--- src/rtl/counter_sched_pkg.sv ---
// counter_sched_pkg: shared FSM state type, default widths and the
// expected-result helpers used when a counter run is checked.
package counter_sched_pkg;

  localparam int DEF_CW    = 4;
  localparam int DEF_LEN_W = 5;

  typedef enum logic [2:0] {
    ST_IDLE  = 3'd0,
    ST_CLEAR = 3'd1,
    ST_RUN   = 3'd2,
    ST_CHECK = 3'd3,
    ST_DONE  = 3'd4
  } state_t;

  // Count a cw-bit counter shows after len enabled ticks from zero.
  function automatic int unsigned exp_count(input int unsigned len, input int unsigned cw);
    return len % (32'd1 << cw);
  endfunction

  // Whether len enabled ticks from zero wrap a cw-bit counter.
  function automatic logic exp_ovf(input int unsigned len, input int unsigned cw);
    return (len >= (32'd1 << cw));
  endfunction

endpackage

--- src/rtl/counter_sched_if.sv ---
// counter_sched_if: requester handshake plus shared-counter control bundle.
// slave modport is the scheduler side, master modport the environment
// (requesters and the shared counter instance). The abort signal exists
// only when COUNTER_SCHED_ABORT_EN is defined.
interface counter_sched_if #(
  parameter int NREQ  = 2,
  parameter int CW    = 4,
  parameter int LEN_W = 5
);
  localparam int IDW = (NREQ > 1) ? $clog2(NREQ) : 1;

  logic [NREQ-1:0]       req;
  logic [NREQ*LEN_W-1:0] len;
  logic [NREQ-1:0]       gnt;
  logic                  done;
  logic [IDW-1:0]        done_id;
  logic                  err;
  logic                  cnt_clr;
  logic                  cnt_en;
  logic [CW-1:0]         cnt_val;
  logic                  cnt_ovf;
`ifdef COUNTER_SCHED_ABORT_EN
  logic                  abort;

  modport slave (
    input  req, len, cnt_val, cnt_ovf, abort,
    output gnt, done, done_id, err, cnt_clr, cnt_en
  );

  modport master (
    output req, len, cnt_val, cnt_ovf, abort,
    input  gnt, done, done_id, err, cnt_clr, cnt_en
  );
`else
  modport slave (
    input  req, len, cnt_val, cnt_ovf,
    output gnt, done, done_id, err, cnt_clr, cnt_en
  );

  modport master (
    output req, len, cnt_val, cnt_ovf,
    input  gnt, done, done_id, err, cnt_clr, cnt_en
  );
`endif

endinterface

--- src/rtl/counter_sched_rr_arbiter.sv ---
// rr_arbiter: combinational round-robin picker. Selects the first set req
// bit at or after ptr, wrapping; the pointer itself lives in the caller.
module rr_arbiter #(
  parameter int NREQ = 2,
  parameter int IDW  = 1
) (
  input  logic [NREQ-1:0] req,
  input  logic [IDW-1:0]  ptr,
  output logic [NREQ-1:0] gnt,
  output logic [IDW-1:0]  id,
  output logic            any
);

  logic [31:0]    idx;
  logic [IDW-1:0] sel;

  // Scan NREQ positions starting at ptr; the first hit wins.
  always_comb begin
    gnt = '0;
    id  = '0;
    any = 1'b0;
    idx = '0;
    sel = '0;
    for (int unsigned k = 0; k < NREQ; k++) begin
      idx = 32'(ptr) + k;
      if (idx >= NREQ) idx = idx - NREQ;
      sel = IDW'(idx);
      if (!any && req[sel]) begin
        any      = 1'b1;
        id       = sel;
        gnt[sel] = 1'b1;
      end
    end
  end

endmodule

--- src/rtl/counter_sched.sv ---
// counter_sched: shares one CW-bit enable/reset counter between NREQ
// requesters. Round-robin grant, clear, enable for LEN cycles, then check
// count and overflow and report done/done_id/err.
// Optional: COUNTER_SCHED_ABORT_EN adds an abort input that ends a run
// from CLEAR or RUN straight into DONE with err set.
module counter_sched
  import counter_sched_pkg::*;
#(
  parameter int NREQ  = 2,
  parameter int CW    = DEF_CW,
  parameter int LEN_W = DEF_LEN_W
) (
  input  logic            clk,
  input  logic            reset_n,
  counter_sched_if.slave  bus
);

  localparam int IDW = (NREQ > 1) ? $clog2(NREQ) : 1;

  state_t           state_q, state_d;
  logic [IDW-1:0]   id_q, id_d;
  logic [IDW-1:0]   ptr_q, ptr_d;
  logic [NREQ-1:0]  gnt_q, gnt_d;
  logic [LEN_W-1:0] len_q, len_d;
  logic [LEN_W-1:0] tick_q, tick_d;
  logic             ovf_seen_q, ovf_seen_d;
  logic             err_q, err_d;

  logic [NREQ-1:0]  arb_gnt;
  logic [IDW-1:0]   arb_id;
  logic             arb_any;

  logic [CW-1:0]    chk_cnt;
  logic             chk_ovf;

  rr_arbiter #(
    .NREQ (NREQ),
    .IDW  (IDW)
  ) u_arb (
    .req (bus.req),
    .ptr (ptr_q),
    .gnt (arb_gnt),
    .id  (arb_id),
    .any (arb_any)
  );

  // Expected result for the latched run length.
  always_comb begin
    chk_cnt = CW'(exp_count(32'(len_q), CW));
    chk_ovf = exp_ovf(32'(len_q), CW);
  end

  // Next-state and datapath updates for the run sequencer.
  always_comb begin
    state_d    = state_q;
    id_d       = id_q;
    ptr_d      = ptr_q;
    gnt_d      = gnt_q;
    len_d      = len_q;
    tick_d     = tick_q;
    ovf_seen_d = ovf_seen_q;
    err_d      = err_q;
    case (state_q)
      ST_IDLE: begin
        if (arb_any) begin
          id_d  = arb_id;
          gnt_d = arb_gnt;
          for (int unsigned i = 0; i < NREQ; i++) begin
            if (arb_id == IDW'(i)) len_d = bus.len[i*LEN_W +: LEN_W];
          end
          state_d = ST_CLEAR;
        end
      end
      ST_CLEAR: begin
        tick_d     = '0;
        ovf_seen_d = 1'b0;
        err_d      = 1'b0;
        state_d    = (len_q != '0) ? ST_RUN : ST_CHECK;
      end
      ST_RUN: begin
        if (bus.cnt_ovf) ovf_seen_d = 1'b1;
        tick_d = tick_q + LEN_W'(1);
        if (tick_q == len_q - LEN_W'(1)) state_d = ST_CHECK;
      end
      ST_CHECK: begin
        // An overflow arriving in this very cycle still counts.
        ovf_seen_d = ovf_seen_q | bus.cnt_ovf;
        err_d      = (bus.cnt_val != chk_cnt) || (ovf_seen_d != chk_ovf);
        state_d    = ST_DONE;
      end
      ST_DONE: begin
        gnt_d   = '0;
        ptr_d   = (id_q == IDW'(NREQ - 1)) ? '0 : id_q + IDW'(1);
        state_d = ST_IDLE;
      end
      default: begin
        gnt_d   = '0;
        state_d = ST_IDLE;
      end
    endcase
`ifdef COUNTER_SCHED_ABORT_EN
    if (bus.abort && (state_q == ST_CLEAR || state_q == ST_RUN)) begin
      err_d   = 1'b1;
      state_d = ST_DONE;
    end
`endif
  end

  // State and datapath registers; reset drops any run in progress.
  always_ff @(posedge clk or negedge reset_n) begin
    if (!reset_n) begin
      state_q    <= ST_IDLE;
      id_q       <= '0;
      ptr_q      <= '0;
      gnt_q      <= '0;
      len_q      <= '0;
      tick_q     <= '0;
      ovf_seen_q <= 1'b0;
      err_q      <= 1'b0;
    end else begin
      state_q    <= state_d;
      id_q       <= id_d;
      ptr_q      <= ptr_d;
      gnt_q      <= gnt_d;
      len_q      <= len_d;
      tick_q     <= tick_d;
      ovf_seen_q <= ovf_seen_d;
      err_q      <= err_d;
    end
  end

  assign bus.gnt     = gnt_q;
  assign bus.done    = (state_q == ST_DONE);
  assign bus.done_id = (state_q == ST_DONE) ? id_q : '0;
  assign bus.err     = (state_q == ST_DONE) & err_q;
  assign bus.cnt_clr = (state_q == ST_CLEAR);
  assign bus.cnt_en  = (state_q == ST_RUN);

endmodule

--- src/flat_wrapper.sv ---
// flat-port wrapper written by rule: the top's interface ports become plain ports
module counter_sched_flat import counter_sched_pkg::*;
#(
  parameter int NREQ  = 2,
  parameter int CW    = DEF_CW,
  parameter int LEN_W = DEF_LEN_W
)
  (clk, reset_n, bus_req, bus_len, bus_cnt_val, bus_cnt_ovf, bus_gnt, bus_done, bus_done_id, bus_err, bus_cnt_clr, bus_cnt_en);
  counter_sched_if #(.NREQ(NREQ), .CW(CW), .LEN_W(LEN_W)) bus_i ();
  input  logic clk;
  input  logic reset_n;
  input wire logic [$bits(bus_i.req)-1:0] bus_req;
  input wire logic [$bits(bus_i.len)-1:0] bus_len;
  input wire logic [$bits(bus_i.cnt_val)-1:0] bus_cnt_val;
  input wire logic [$bits(bus_i.cnt_ovf)-1:0] bus_cnt_ovf;
  output wire logic [$bits(bus_i.gnt)-1:0] bus_gnt;
  output wire logic [$bits(bus_i.done)-1:0] bus_done;
  output wire logic [$bits(bus_i.done_id)-1:0] bus_done_id;
  output wire logic [$bits(bus_i.err)-1:0] bus_err;
  output wire logic [$bits(bus_i.cnt_clr)-1:0] bus_cnt_clr;
  output wire logic [$bits(bus_i.cnt_en)-1:0] bus_cnt_en;
  assign bus_i.req = bus_req;
  assign bus_i.len = bus_len;
  assign bus_i.cnt_val = bus_cnt_val;
  assign bus_i.cnt_ovf = bus_cnt_ovf;
  assign bus_gnt = bus_i.gnt;
  assign bus_done = bus_i.done;
  assign bus_done_id = bus_i.done_id;
  assign bus_err = bus_i.err;
  assign bus_cnt_clr = bus_i.cnt_clr;
  assign bus_cnt_en = bus_i.cnt_en;
  counter_sched #(.NREQ(NREQ), .CW(CW), .LEN_W(LEN_W)) u_core (.clk(clk), .reset_n(reset_n), .bus(bus_i));
endmodule
--- config.mk ---
export PLATFORM = sky130hd
export DESIGN_NAME = counter_sched_flat
export DESIGN_NICKNAME = d
export VERILOG_FILES = /design/src/rtl/counter_sched_pkg.sv /design/src/rtl/counter_sched_if.sv /design/src/rtl/counter_sched_rr_arbiter.sv /design/src/rtl/counter_sched.sv /design/src/flat_wrapper.sv
export SDC_FILE = /design/constraint.sdc
export NUM_CORES = 1
export LEC_CHECK = 0
export CELL_PAD_IN_SITES_DETAIL_PLACEMENT = 0
export CELL_PAD_IN_SITES_GLOBAL_PLACEMENT = 2
export CORE_MARGIN = 3
export CORE_UTILIZATION = 32
export DETAILED_ROUTE_END_ITERATION = 10
export GPL_TIMING_DRIVEN = 0
export PLACE_DENSITY = 0.95
export SYNTH_ARGS = -nofsm -noshare
export SYNTH_HDL_FRONTEND = slang
export SYNTH_HIERARCHICAL = 1
export SYNTH_SLANG_ARGS = --single-unit
--- constraint.sdc ---
create_clock -name clk -period 3.3 [get_ports clk]
set_clock_uncertainty 0.1 [all_clocks]
set_input_delay 0.825 -clock clk [delete_from_list [all_inputs] [get_ports clk]]
set_output_delay 0.825 -clock clk [all_outputs]
set_load 0.05 [all_outputs]
==> results of run 1 <==
## report_power, final
group,total [mW],switching [mW],internal [mW]
registers,0.407,0.0798,0.327
logic,0.711,0.408,0.302
clock network,0.117,0.0697,0.0471
total,1.23,0.558,0.677
## cell usage in the layout (no fill, tap or decap), types with 2 or more instances in the layout
cell / Yosys / routed
clkdlybuf4s50_1: 0 / 24
nor3_1: 2 / 2
buf_2: 2 / 2
clkbuf_1: 1 / 2
nand4_1: 3 / 3
xor2_1: 4 / 4
a21oi_1: 10 / 10
o21ai_0: 8 / 8
dfrtp_1: 19 / 19
a21boi_1: 3 / 3
mux2i_1: 5 / 5
nor2_1: 12 / 12
nand3_1: 4 / 4
buf_6: 2 / 2
and3_1: 2 / 2
clkbuf_4: 0 / 3
nand2_1: 11 / 11
inv_1: 7 / 7
xnor2_1: 9 / 9
o21ai_1: 2 / 2
ha_1: 3 / 3
## worst max-delay path by stage
stage,start,end,cells past startpoint
2_1_floorplan,u_core/state_q[2],bus_cnt_clr,4
3_3_place_gp,u_core/state_q[0],bus_cnt_en,4
3_5_place_dp,u_core/state_q[0],bus_cnt_en,4
4_1_cts,u_core/state_q[0],bus_cnt_en,4
5_1_grt,u_core/state_q[0],bus_done,5
6_report,u_core/state_q[0],bus_done_id,4
## sequential cells by signal, indices dropped and copies added (netlist names)
name,cells
u_core/len_q,5
u_core/tick_q,5
u_core/state_q,3
u_core/bus.gnt,2
u_core/err_q,1
u_core/id_q,1
u_core/ovf_seen_q,1
u_core/ptr_q,1
## cell type report
cell class                 count  area, µm²
buffer                         7       45.0
clock buffer                   4       26.3
fill                         323       1910
inverter                       7       26.3
multi-input combinational     92        596
sequential                    19        475
tap                           46       57.6
timing repair buffer          25        253
## cells by family (layout without fill, tap and decap cells)
| group | after synthesis | in the layout | synth area share |
|---|---|---|---|
| DFF | 19 | 19 | 0.416 |
| xor gates and xnor gates | 13 | 13 | 0.0997 |
| muxes | 6 | 6 | 0.0537 |
| and+or+nand+nor | 43 | 43 | 0.200 |
| AOI/OAI and AO/OA | 27 | 27 | 0.135 |
| adders and majority gates | 3 | 3 | 0.0329 |
| buffers and inverters | 14 | 43 | 0.0624 |
## critical path, cell delays in order, from the launching register on
cell             delay, ps
dfrtp_1                380
clkbuf_2               170
nor2_1                 300
and3_1                 200
clkdlybuf4s50_1        790
## routing by layer
layer  up-vias  routed length [µm]  track usage  share of wire
met4         0                  17       0.0233         0.0077
met1       415                1070        0.142           0.48
li1        487                   -            -              -
met2        15                1040        0.186           0.47
met5         -                   0            0              0
met3         2                  85       0.0325          0.038
## timing repair
| item | in CTS | in global routing |
|---|---|---|
| endpoints found under the setup margin | 0 | 1 |
| resized for setup | 0 | 1 |
| hold buffers | 0 | 0 |
==> results.ini, run 1 <==
[status]
status = complete, no violations

[pwr]
p_total_mw = 1.23
peakVddDrop_v = 0.000365
power.density_mw_per_mm2 = 835
power_leakage_nw = 0.649

[setup_path]
cp.required_ps = 2370
r2r_slack_ps = 1640
crit_type = register to output port
start_kind = register
endpoint_kind = output port
reg2reg_to = u_core/state_q[0]
crit_arrival_ps = 2140
r2r_cells = 6
worstReg2RegStart = u_core/len_q[0]
cp_max_fo = 8

[global_route]
grt_use_total = 0.112
antenna_found_initial = 0
grt_pass1_vias = 903
grt_pass1_wl_um = 3810
grt_overflow_total = 0
grt_max_degree = 20

[timing]
tightest_slew_ps = 876
timing.fmax_ghz = 0.327
holdWs_ps = 380
setup_tns_ps = 0
fin_ws_ps = 239
period_share = 0.928
drv_slew = 0
hold_viol_final = 0
min_period_ps = 3060
slew_headroom = 0.414
setup_viol = 0
rsz0062_at_grt = false

[drt]
drt_wl_total_um = 2220
num_vias = 919
antenna_left = 0
drt_iter0_markers = 18
drc_errors = 0
detail_route.wl_per_cell_um = 11.1
first_pass_iters = 4
vias_per_cell = 4.60

[clocking]
cts_buffer_depth = 2
cts_setup_buffers = 0
htreeDepth = 1
cts_root_buffer = clkbuf_4
cts_buffers = 3
clk_pin_slew_ps = 110
cts_sinks = 19
cts_tree = built
clk_latency_ps = 290

[synth]
syn_inst = 125
yosysTopAreaCell = dfrtp_1
ys_types = 35
syn_nets = 147
synth_top_flop_cell = dfrtp_1
syn_avg_cell_area_um2 = 9.14
yosysSeqAreaShare = 0.416
yosys.cell_count.top_type = dfrtp_1
syn-cell-area_mm2 = 0.00114
synth_seq_cells = 19
synth_edf_count = 0
async_flop_share = 1.00
ys_top_cells_by_count = dfrtp_1, nor2_1, nand2_1
synth_warnings = 6
synth_top_area_frac = 0.416
synth.area.top_cells = dfrtp_1, xnor2_1, a21oi_1, mux2i_1, nor2_1

[hold_path]
holdPathStages = 1
min-delay-start = u_core/id_q
holdPathEnd = u_core/ptr_q
hold_class = register to register

[die]
initial_core_util = 0.337
coreArea_mm2 = 0.00339
die_area_mm2 = 0.00432
die_x_um = 65.8
rows = 21
die_h_um = 65.8
ios = 26

[cells_and_area]
utilization = 0.436
area_growth_pct = 29.5
final_cells = 200
finish.instance_area_mm2 = 0.00148
fin_nets = 177
diodes = 0
layout-drive-gt1-share = 0.0909

[placed_design]
numPlacedInstances = 196
preCtsSetupSlack_ps = 405
place_congestion = 0.786
place_area_mm2 = 0.00145
port_buffers = 25
hpwlAfterDp_um = 1700

[job]
maxCapViolCount = 0

Power figures use the tool's default switching activity.
==> run 2: changes to the inputs <==
--- a/config.mk
+++ b/config.mk
@@ -11,7 +11,7 @@
 export CORE_UTILIZATION = 32
 export DETAILED_ROUTE_END_ITERATION = 10
 export GPL_TIMING_DRIVEN = 0
-export PLACE_DENSITY = 0.95
+export PLACE_DENSITY_LB_ADDON = 0.1
 export SYNTH_ARGS = -nofsm -noshare
 export SYNTH_HDL_FRONTEND = slang
 export SYNTH_HIERARCHICAL = 1
==> run 2 against run 1 <==
  * Cell count stayed put
  * Global-route usage is 1.3 points higher
  * Die area stayed put
  * Clock-buffer cell count stayed put
  * Design area stayed put
  * Power is 0.44% higher
  * Critical path depth stayed put
  * Sequential power hardly changed
  * Via count is 1.5% higher
  * Combinational power is 0.6% higher
  * Flip-flop and latch count stayed put
  * Worst hold slack better by 4.8 ps
==> results.ini, run 2 (synthesized netlist as in run 1, its figures left out) <==
[timing]
min_period_ps = 3040  ; -16.6 ps
period_share = 0.923  ; -0.00503
setup_viol = 0  ; unchanged
holdWs_ps = 385  ; +4.75 ps
tightest_slew_ps = 887  ; +10.7 ps
drv_slew = 0  ; unchanged
hold_viol_final = 0  ; unchanged
setup_tns_ps = 0  ; unchanged
slew_headroom = 0.407  ; -0.00714
timing.fmax_ghz = 0.328  ; +0.55%
rsz0062_at_grt = false

[drt]
vias_per_cell = 4.67  ; +1.5%
drt_wl_total_um = 2370  ; +6.9%
first_pass_iters = 4  ; unchanged
detail_route.wl_per_cell_um = 11.8  ; +6.9%
num_vias = 933  ; +1.5%
drc_errors = 0  ; unchanged
antenna_left = 0  ; unchanged
drt_iter0_markers = 22  ; +4

[cells_and_area]
layout_commonest_cell = clkdlybuf4s50_1
area_growth_pct = 29.5  ; unchanged
n_fill_cell = 344  ; +6.5%
layout-drive-gt1-share = 0.0909  ; unchanged
final_cells = 200  ; unchanged
fin_nets = 177  ; unchanged
diodes = 0  ; unchanged
final_cell_mix = clkdlybuf4s50_1, dfrtp_1, nor2_1
biggestRegsByFlops = u_core/len_q: 5 flops, u_core/tick_q: 5 flops, u_core/state_q: 3 flops

[global_route]
grt_pass1_vias = 940  ; +4.1%
antenna_found_initial = 0  ; unchanged
grt_max_degree = 20  ; unchanged
grt_pass1_wl_um = 4130  ; +8.5%
grt_overflow_total = 0  ; unchanged
grt_use_total = 0.125  ; +0.0131

[clocking]
cts_tree = built
cts_setup_buffers = 0  ; unchanged
post_cts_resized = 0  ; unchanged
ctsHoldBuffers = 0  ; unchanged
clk_pin_slew_ps = 110  ; about the same
clk_latency_ps = 290  ; about the same
cts_root_buffer = clkbuf_4
htreeDepth = 1  ; unchanged
cts_buffers = 3  ; unchanged
cts_buffer_depth = 2  ; unchanged
cts_sinks = 19  ; unchanged

[pwr]
peakVddDrop_v = 0.000321  ; -12%
p_int_mw = 0.676  ; about the same
p_sw_frac = 0.455  ; +0.00274
seqPwrFrac = 0.327  ; -0.003
pwr-share-comb = 0.576  ; about the same
clkPwrFrac = 0.096  ; about the same
power_leakage_nw = 0.649  ; unchanged
power.density_mw_per_mm2 = 838  ; +0.44%
p_switching_mw = 0.564  ; +1.0%

[setup_path]
cp.required_ps = 2370  ; about the same
start_kind = register
crit_type = register to output port
path_cells = clkbuf_2 > nor2_1 > and3_1 > clkdlybuf4s50_1
crit_arrival_ps = 2120  ; -20 ps
cp_max_fo = 8  ; unchanged
critPathSlowestCell = clkdlybuf4s50_1
endpoint_kind = output port
max_stage_delay_ps = 800  ; about the same

[die]
die_h_um = 65.8  ; unchanged
rows = 21  ; unchanged
die_x_um = 65.8  ; unchanged
die_area_mm2 = 0.00432  ; unchanged
coreArea_mm2 = 0.00339  ; unchanged
ios = 26  ; unchanged
initial_core_util = 0.337  ; unchanged

[placed_design]
numPlacedInstances = 196  ; unchanged
place_congestion = 0.676  ; -14%
port_buffers = 25  ; unchanged
hpwlAfterDp_um = 1830  ; +7.5%

[hold_path]
hold_class = register to register

[job]
maxCapViolCount = 0  ; unchanged

[status]
status = complete, no violations

## run 2: cell counts in the layout (fill, tap and decap cells not counted)
No cell type changed its count.
## run 2: final timing paths
kind                                   start                 to  slack [ps]  depth (start not counted)
max                        u_core/state_q[0]            bus_err         260                          4
min                             u_core/err_q       u_core/err_q         380                          2
max reg2reg                  u_core/len_q[0]  u_core/state_q[0]        1610                          6
min reg2reg                     u_core/err_q       u_core/err_q         380                          2
max in group asynchronous            reset_n   u_core/tick_q[0]        1640                          1
min in group asynchronous            reset_n       u_core/err_q         920                          1
## run 2: critical path: cells and delay by family, from the launching register on
kind	cells	cell delay, ps
simple gates	2	490
buf+inv	2	970
flops	1	370
## run 2: power by group through the flow
stage                     sequential (mW)  clock, mW  combinational (mW)
after detailed placement            0.413          0               0.727
after global routing                0.420      0.136               0.810
final                               0.406      0.119               0.715
after floorplan                     0.424          0               0.526
after CTS                           0.408      0.129               0.729
after global placement              0.410          0               0.721
## run 2: per-stage QoR
step | total power [mW] | area (µm²) | utilization | setup slack [ps]
6_report | 1.24 | 1480 | 0.436 | 256
3_3_place_gp | 1.13 | 1450 | 0.428 | 378
5_1_grt | 1.37 | 1480 | 0.436 | 97.6
4_1_cts | 1.27 | 1480 | 0.436 | 27.3
3_5_place_dp | 1.14 | 1450 | 0.428 | 382
2_1_floorplan | 0.950 | 1140 | - | 1040
## run 2: routing by layer
metal | routed length [µm] | share of wire | global-route usage | vias up
met5 | 0 | 0 | 0 | -
met4 | 27 | 0.011 | 0.0622 | 0
met3 | 92 | 0.039 | 0.0222 | 2
met2 | 1120 | 0.47 | 0.208 | 19
met1 | 1120 | 0.47 | 0.153 | 427
li1 | - | - | - | 485
## run 2: final cells by class
cell class / count / area, µm² / share of cell area
plain buffers: 7 / 45.0 / 0.0305
clock buffers: 4 / 26.3 / 0.0178
inverters: 7 / 26.3 / 0.0178
multi-input cells: 92 / 596 / 0.403
flip-flops and latches: 19 / 475 / 0.321
well taps: 46 / 57.6 / 0.0389
repair buffers: 25 / 253 / 0.171
==> run 3: changes to the inputs <==
--- a/config.mk
+++ b/config.mk
@@ -7,7 +7,7 @@
 export LEC_CHECK = 0
 export CELL_PAD_IN_SITES_DETAIL_PLACEMENT = 0
 export CELL_PAD_IN_SITES_GLOBAL_PLACEMENT = 2
-export CORE_MARGIN = 3
+export CORE_MARGIN = 5
 export CORE_UTILIZATION = 32
 export DETAILED_ROUTE_END_ITERATION = 10
 export GPL_TIMING_DRIVEN = 0
==> run 3 against run 2 <==
  * Utilization hardly changed
  * Worst hold slack gained 2.7 ps
  * Critical path type unchanged
  * Largest power group unchanged
  * Highest routed layer unchanged
  * Critical path depth is 1 higher
  * Via count fell by 0.21%
  * Clock-buffer cell count decreased by 1
==> results.ini, run 3 (synthesized netlist as in run 1, its figures left out) <==
[cells_and_area]
seqCellArea_um2 = 475  ; unchanged
biggestRegsByFlops = u_core/len_q: 5 flops, u_core/tick_q: 5 flops, u_core/state_q: 3 flops
area_growth_pct = 29.6  ; about the same
finish.instance_area_mm2 = 0.00148  ; about the same
final_cell_mix = clkdlybuf4s50_1, dfrtp_1, nor2_1
layout-drive-gt1-share = 0.0974  ; +0.00649
layout_commonest_cell = clkdlybuf4s50_1
utilization = 0.437  ; about the same
final_cells = 200  ; unchanged
multi_input_area_um2 = 596  ; unchanged
fin_nets = 177  ; unchanged
diodes = 0  ; unchanged
n_fill_cell = 343  ; -0.29%

[die]
rows = 21  ; unchanged
coreArea_mm2 = 0.00339  ; unchanged
initial_core_util = 0.337  ; unchanged
die_x_um = 69.8  ; +6.1%
die_h_um = 69.8  ; +6.1%
ios = 26  ; unchanged
die_area_mm2 = 0.00487  ; +13%

[setup_path]
cp_top_family = buffers and inverters
max_stage_delay_ps = 800  ; about the same
start_kind = register
worstReg2RegStart = u_core/len_q[0]
reg2reg_to = u_core/state_q[0]
path_cells = clkbuf_2 > nor2_1 > nand2_1 > inv_1 > clkdlybuf4s50_1
crit_type = register to output port
r2r_slack_ps = 1630  ; +20 ps
critPathSlowestCell = clkdlybuf4s50_1
endpoint_kind = output port
path_buf_inv = 3  ; +1
r2r_cells = 6  ; unchanged
crit_arrival_ps = 2150  ; +30 ps
cp_max_fo = 8  ; unchanged
cp.required_ps = 2370  ; about the same

[timing]
slew_headroom = 0.399  ; -0.00814
drv_slew = 0  ; unchanged
hold_viol_final = 0  ; unchanged
holdWs_ps = 387  ; +2.66 ps
fin_ws_ps = 229  ; -26.3 ps
setup_viol = 0  ; unchanged
tightest_slew_ps = 899  ; +12.2 ps
timing.fmax_ghz = 0.326  ; -0.85%
period_share = 0.930  ; +0.00796
min_period_ps = 3070  ; +26.3 ps
setup_tns_ps = 0  ; unchanged
rsz0062_at_grt = false

[status]
status = complete, no violations

[hold_path]
holdPathStages = 2  ; unchanged
min-delay-start = u_core/err_q
hold_class = register to register
holdPathEnd = u_core/err_q

[drt]
drt_wl_total_um = 2400  ; +1.4%
drt_iter0_markers = 21  ; -4.5%
detail_route.wl_per_cell_um = 12.0  ; +1.4%
antenna_left = 0  ; unchanged
vias_per_cell = 4.66  ; -0.21%
first_pass_iters = 4  ; unchanged
drc_errors = 0  ; unchanged
num_vias = 931  ; -0.21%

[placed_design]
numPlacedInstances = 196  ; unchanged
hpwlAfterDp_um = 1830  ; +0.32%
place_area_mm2 = 0.00145  ; unchanged
port_buffers = 25  ; unchanged
preCtsSetupSlack_ps = 392  ; +10.4 ps
place_congestion = 0.674  ; -0.27%

[clocking]
cts_buffers = 3  ; unchanged
cts_setup_buffers = 0  ; unchanged
clk_latency_ps = 300  ; about the same
cts_buffer_depth = 2  ; unchanged
htreeDepth = 1  ; unchanged
cts_sinks = 19  ; unchanged
cts_tree = built
cts_root_buffer = clkbuf_4
clk_pin_slew_ps = 120  ; about the same

[global_route]
antenna_found_initial = 0  ; unchanged
grt_use_total = 0.110  ; -0.0151
grt_pass1_vias = 934  ; -0.64%
grt_max_degree = 20  ; unchanged
grt_overflow_total = 0  ; unchanged
grt_pass1_wl_um = 4370  ; +5.7%

[pwr]
pwr-share-comb = 0.577  ; about the same
peakVddDrop_v = 0.000368  ; +15%
p_total_mw = 1.25  ; +0.42%
seqPwrFrac = 0.325  ; -0.002
p_switching_mw = 0.571  ; +1.3%
p_sw_frac = 0.459  ; +0.00388
power_leakage_nw = 0.652  ; +0.42%
clkPwrFrac = 0.098  ; +0.002
p_int_mw = 0.674  ; -0.29%
power.density_mw_per_mm2 = 841  ; +0.34%

[job]
maxCapViolCount = 0  ; unchanged

run 3: changes by cell type in the layout (fill, tap and decap cells not counted):
cell      before  now
clkbuf_1       2    1
clkinv_2       0    1
run 3: metal layers:
metal,up-vias,wire length (µm),GRT usage
met2,20,1110,0.178
met1,422,1120,0.136
met4,0,21,0.0255
met3,2,151,0.0435
met5,-,0,0
li1,487,-,-
run 3: cell type report:
type	count	share of cell area
Buffer	7	0.0304
Clock inverter	1	0.00338
Timing Repair Buffer	25	0.171
Inverter	7	0.0178
Clock buffer	3	0.0152
Sequential cell	19	0.321
Multi-Input combinational cell	92	0.402
Tap cell	46	0.0389
run 3: power by group through the flow:
stage	registers [mW]	logic (mW)	clock network, mW
after floorplan	0.424	0.526	0
after global routing	0.420	0.801	0.137
final	0.405	0.719	0.122
after detailed placement	0.411	0.726	0
after CTS	0.406	0.728	0.131
after global placement	0.411	0.717	0
run 3: worst register-to-register path: stages, from the launching register on:
cell     delay [ps]
dfrtp_1         460
inv_1           110
ha_1            150
or4b_4          450
o21ai_2         140
nand4_1          90
o21ai_1         110
run 3: worst max-delay path by stage:
| stage | from | depth (start not counted) | to | slack [ps] |
|---|---|---|---|---|
| 2_1_floorplan | u_core/state_q[2] | 4 | bus_cnt_clr | 1040 |
| 3_3_place_gp | u_core/state_q[0] | 4 | bus_cnt_en | 380 |
| 3_5_place_dp | u_core/state_q[0] | 4 | bus_cnt_en | 390 |
| 4_1_cts | u_core/state_q[0] | 4 | bus_cnt_en | 30 |
| 5_1_grt | u_core/state_q[0] | 5 | bus_done | 70 |
| 6_report | u_core/state_q[0] | 5 | bus_done | 230 |
run 3: timing repair:
item	4_1_cts	5_1_grt
endpoints found under the setup margin	0	1
hold buffers	0	0
gates resized for setup	0	1
